**config.mk**
```make
export PLATFORM = sky130hd
export DESIGN_NAME = imem_loader
export DESIGN_NICKNAME = d
export VERILOG_FILES = /design/src/rtl/imem_loader.sv
export SDC_FILE = /design/constraint.sdc
export NUM_CORES = 1
export LEC_CHECK = 0
export BUFFER_PORTS_ARGS = -buffer_cell sky130_fd_sc_hd__clkbuf_2
export CAP_MARGIN = 20
export CORE_ASPECT_RATIO = 0.8
export CORE_UTILIZATION = 50
export CTS_CLUSTER_DIAMETER = 120
export DETAILED_ROUTE_END_ITERATION = 10
export GPL_TIMING_DRIVEN = 0
export PLACE_DENSITY = 0.69
export SYNTH_ARGS = -nofsm -noshare
export SYNTH_HDL_FRONTEND = slang
export SYNTH_SLANG_ARGS = --single-unit
```
**constraint.sdc**
```tcl
create_clock -name clk -period 3.9 [get_ports clk]
set_input_delay 0.585 -clock clk [delete_from_list [all_inputs] [get_ports clk]]
set_output_delay 0.585 -clock clk [all_outputs]
set_load 0.02 [all_outputs]
```
**src/rtl/imem_loader.sv**
```systemverilog
// Framed byte-stream loader for the mips_16 instruction memory; holds the core in reset until a frame lands.
// Optional trailing XOR checksum byte enabled by defining IMEM_LOADER_CHECKSUM_EN.
module imem_loader #(
  parameter int ADDR_W  = 4,
  parameter int TIMEOUT = 1000
) (
  input  logic              clk,
  input  logic              reset,
  input  logic [7:0]        in_data,
  input  logic              in_valid,
  output logic              in_ready,
  output logic              imem_we,
  output logic [ADDR_W-1:0] imem_addr,
  output logic [15:0]       imem_wdata,
  output logic              cpu_hold,
  output logic              done,
  output logic              error
);

  // state   | meaning
  // IDLE    | waiting for header 0xA5, other bytes dropped
  // COUNT   | expecting word count N
  // DATA_HI | expecting high byte of next word
  // DATA_LO | expecting low byte of next word
  // WRITE   | one-cycle memory write, input stalled
  // CHECK   | expecting trailing checksum byte
  // DONE    | frame loaded, core released
  // ERROR   | frame rejected, core held
  localparam logic [2:0] S_IDLE    = 3'd0;
  localparam logic [2:0] S_COUNT   = 3'd1;
  localparam logic [2:0] S_DATA_HI = 3'd2;
  localparam logic [2:0] S_DATA_LO = 3'd3;
  localparam logic [2:0] S_WRITE   = 3'd4;
  localparam logic [2:0] S_DONE    = 3'd5;
  localparam logic [2:0] S_ERROR   = 3'd6;
`ifdef IMEM_LOADER_CHECKSUM_EN
  localparam logic [2:0] S_CHECK   = 3'd7;
`endif

  localparam logic [7:0] HDR   = 8'hA5;
  localparam logic [8:0] MAX_N = 9'(2 ** ADDR_W);

  logic [2:0]  state, state_nx;
  logic        accept, timed, tmo_hit, count_bad;
  logic [8:0]  n_words, wr_cnt;
  logic [7:0]  hi_byte;
  logic [31:0] tmo_cnt;
`ifdef IMEM_LOADER_CHECKSUM_EN
  logic [7:0]  csum;
`endif

  assign accept    = in_valid & in_ready;
  assign count_bad = (in_data == 8'd0) || ({1'b0, in_data} > MAX_N);

  always_comb begin
    timed = 1'b0;
    case (state)
      S_COUNT, S_DATA_HI, S_DATA_LO: timed = 1'b1;
`ifdef IMEM_LOADER_CHECKSUM_EN
      S_CHECK:                       timed = 1'b1;
`endif
      default:                       timed = 1'b0;
    endcase
  end

  assign tmo_hit = (TIMEOUT != 0) && timed && !accept && (tmo_cnt == 32'(TIMEOUT - 1));

  always_comb begin
    state_nx = state;
    case (state)
      S_IDLE:    if (accept && in_data == HDR) state_nx = S_COUNT;
      S_COUNT:   if (accept) state_nx = count_bad ? S_ERROR : S_DATA_HI;
      S_DATA_HI: if (accept) state_nx = S_DATA_LO;
      S_DATA_LO: if (accept) state_nx = S_WRITE;
      S_WRITE: begin
        if ((wr_cnt + 9'd1) < n_words) state_nx = S_DATA_HI;
`ifdef IMEM_LOADER_CHECKSUM_EN
        else                           state_nx = S_CHECK;
`else
        else                           state_nx = S_DONE;
`endif
      end
`ifdef IMEM_LOADER_CHECKSUM_EN
      S_CHECK:   if (accept) state_nx = (in_data == csum) ? S_DONE : S_ERROR;
`endif
      S_DONE, S_ERROR: if (accept && in_data == HDR) state_nx = S_COUNT;
      default:   state_nx = S_IDLE;
    endcase
    if (tmo_hit) state_nx = S_ERROR;
  end

  // Status outputs are registered from the next state so they change on the deciding edge.
  always_ff @(posedge clk) begin
    if (reset) begin
      state      <= S_IDLE;
      in_ready   <= 1'b1;
      cpu_hold   <= 1'b1;
      done       <= 1'b0;
      error      <= 1'b0;
      imem_we    <= 1'b0;
      imem_addr  <= '0;
      imem_wdata <= '0;
      n_words    <= '0;
      wr_cnt     <= '0;
      hi_byte    <= '0;
      tmo_cnt    <= '0;
`ifdef IMEM_LOADER_CHECKSUM_EN
      csum       <= '0;
`endif
    end else begin
      state    <= state_nx;
      in_ready <= (state_nx != S_WRITE);
      cpu_hold <= (state_nx != S_DONE);
      done     <= (state_nx == S_DONE);
      error    <= (state_nx == S_ERROR);
      imem_we  <= (state_nx == S_WRITE);
      tmo_cnt  <= ((TIMEOUT != 0) && timed && !accept && !tmo_hit) ? tmo_cnt + 32'd1 : 32'd0;

      case (state)
        S_COUNT: if (accept) begin
          n_words <= {1'b0, in_data};
          wr_cnt  <= '0;
`ifdef IMEM_LOADER_CHECKSUM_EN
          csum    <= in_data;
`endif
        end
        S_DATA_HI: if (accept) begin
          hi_byte <= in_data;
`ifdef IMEM_LOADER_CHECKSUM_EN
          csum    <= csum ^ in_data;
`endif
        end
        S_DATA_LO: if (accept) begin
          imem_addr  <= wr_cnt[ADDR_W-1:0];
          imem_wdata <= {hi_byte, in_data};
`ifdef IMEM_LOADER_CHECKSUM_EN
          csum       <= csum ^ in_data;
`endif
        end
        S_WRITE: wr_cnt <= wr_cnt + 9'd1;
        default: ;
      endcase
    end
  end

endmodule

```
==> impl_results.md <==
- Gr ovfl total: 0
- RSZ-0062 raised after global routing: false
- Setup Viol. Count Final: 0
- Worst Setup Start Kind: flop
- R2R Path Start: wr_cnt[0]
- Slew HR: 48.4%
- H-tree depth: 3
- CP Max Fanout: 7
- Max Cap Viol: 0
- Diode count: 0
- Pre-CTS setup slack: roughly 1.4 ns
- Worst Setup SP: wr_cnt[0]
- GRT Total Usage: 22.5%
- Xor and xnor area share after synthesis: under 10%
- Final worst path period need: around 2.6 ns
- Worst setup margin: 1.32 ns
- Post_cts resized: 0
- Die ar.: 0.00810 mm2
- Synth Area in Adders: 2.91%
- CTS clk-pin slew, worst paths: about 0.09 ns
- Drt wl/cell: roughly 14 um
- 1st-iter DRT viols: 201
- WP data required: 4.15 ns
- Vias: about 3300
- CTS sink cnt: 85
- IO buf count: 34
- Worst-margin pin slew: approximately 0.77 ns
- Worst min path class: flop to flop
- Post-synthesis cell count: between 400 and 500
- Post-synth EDFFs: 0
- First-pass GRT wire length: 14100 um
- Async set-reset flop share out of synthesis: 0%
- Layout area overhead: 12.4%
- Core outline area: 0.00746 mm2
- Postcts setup bufs: 0
- Final TNS setup: 0 ns
- Register area share after synthesis: 44.0%
- Leak Pwr: 1.57 nW
- Wirelength, routed: 8470 um
- Yosys warns: 0
- Clk buf depth: 2
- IO Pins: 36
- Final hold vios: 0
- Final Max Slew Viols: 0
- RePlAce Congestion: between 0.8 and 0.9
- Post-synth cell types: 49
- Pre-antenna DRT Iters: 4
- Synthesized area: 0.00387 mm2
- Peak VDD IR: between 0.0002 and 0.0003 V
- Fillers: 711
- Final HPWL DP: about 6200 um
- Main combinational cell family by area after synthesis: simple AND/OR/NAND/NOR gates
- Routed Antenna Nets: 0
- Largest net degree at the start of global routing: 17
- Critical path class: flop to flop
- Die width: 100 um
- Post-Synthesis Net Count: 483
- Worst Hold Launch: imem_addr[3]
- Number of global-route vias before repair: 2951
- Fraction of layout cells with a size suffix above 1: 13.6%
- Multiplexer share of the synthesized area: 2.33%
- Placement row count: 28
- Period utilization: 66.1%
- Clock skew: roughly 0.011 ns
- Average via count per standard cell: ~5.3
- # hold bufs at CTS: 0
- TritonCTS clock tree: yes
- Primary FF master, synth: dfxtp_1
- Most frequent cells in the layout: dfxtp_1, nand2_1, nor2_1
- Drt drc: 0
- Post-synthesis compound-gate area fraction: 11.1%
- CP arrival: between 2 and 3 ns
- Initial antenna violation count: 0
- Worst Setup End Kind: flop
- Root Buffer: clkbuf_8
- Initial Utilization: about half
- Clock latency on the worst-skew pair: 0.36 ns
- Nets: about 530
- Power Dens Cells: 374 mW/mm2
- Most common cell after layout, fill and taps aside: dfxtp_1
- Max frequency: 388 MHz
- Total CTS buffers: 9
- Seq cells post-synth: 85
- Post-synthesis simple-gate area fraction: between 20% and 30%
- Synth Area per Inst: about 8.4 um2
- Status: finished clean
- Die Height: 80.7 um
synth_stat cells, types with 2 or more instances:
master    number  area share [%]
a21oi_1       51             6.6
dfxtp_1       85              44
buf_4          3            0.58
a21o_1         3            0.58
xor2_1        14             3.2
mux2i_1        9             2.3
o211ai_1       4            0.78
inv_1         16             1.6
clkbuf_2       2            0.26
nor2_1        53             5.1
nand2_1       78             7.6
nor3_2         2            0.52
nor3_1         2            0.26
nand3_1       16             2.1
and3_1         4            0.65
ha_1           9             2.9
or4_1          2            0.39
nand3b_1       3            0.58
clkbuf_1      12             1.2
o21ai_0       14             1.8
buf_6          3            0.87
a22o_1         2            0.45
and2_1         4            0.65
or3_1         11             1.8
xnor2_1       20             4.5
nor4_1         7             1.1
and4_1         3            0.68
a31oi_1        2            0.32
nand4_1        9             1.5
cells by family after synthesis:
kind of cell,count (synthesis)
xor+xnor,34
mux,9
fa+ha+maj,9
flops,85
simple gates,209
compound gates,79
buf+inv,38
per-layer routing:
layer	global-route usage, %	routed length, um	vias up
li1	-	-	1670
met1	32.5	4330	1527
met2	32.5	3460	87
met3	5.83	602	8
met4	7.10	70	0
met5	0	0	-
critical path, stage by stage, from the launching register on:
cell and delay, ns:
dfxtp_1 0.47, ha_1 0.30, and4_1 0.27, nand2_1 0.09, xnor2_1 0.15, ha_1 0.30
nand3_1 0.07, o211ai_1 0.37, nand2_1 0.22, and3b_1 0.22
area by class of cell:
| type | count | area (um2) | share of cell area [%] |
|---|---|---|---|
| Buffer | 22 | 120 | 2.76 |
| Clock buffer | 9 | 124 | 2.85 |
| Clock inverter | 7 | 56.3 | 1.29 |
| Inverter | 16 | 60.1 | 1.38 |
| Multi-Input combinational cell | 340 | 1990 | 45.7 |
| Sequential cell | 85 | 1700 | 39.1 |
| Tap cell | 105 | 131 | 3.02 |
| Timing Repair Buffer | 34 | 170 | 3.91 |
registers in the layout, summed over array words and instances (netlist names), 3 cells and up:
| signal | cells |
|---|---|
| tmo_cnt | 32 |
| imem_wdata | 16 |
| wr_cnt | 9 |
| hi_byte | 8 |
| n_words | 8 |
| imem_addr | 4 |
| state | 3 |
through the flow:
step | util [%] | power (mW) | cells | hold slack, ns | cell area, um2
2_1_floorplan | - | 1.02 | 463 | 0.417 | 3870
3_5_place_dp | 55.9 | 1.07 | 602 | 0.448 | 4170
6_report | 58.3 | 1.63 | 618 | 0.455 | 4350
3_3_place_gp | 55.9 | 1.06 | 602 | 0.430 | 4170
5_1_grt | 58.3 | 1.69 | 618 | 0.480 | 4350
4_1_cts | 58.3 | 1.64 | 618 | 0.458 | 4350
path summary, 6_finish.rpt:
check	cells after the start	to	slack [ns]
max reg2reg	9	error	1.32
min reg2reg	2	imem_addr[3]	0.45
min	2	imem_addr[3]	0.45
max	9	error	1.32
where the power goes:
part           total, mW  switching [mW]  leakage [nW]  internal [mW]
Sequential         0.894          0.0119         0.685          0.882
Clock              0.580           0.338        0.0963          0.241
Combinational      0.155           0.100         0.787         0.0547
Total               1.63           0.450          1.57           1.18
Power figures use the tool's default switching activity.
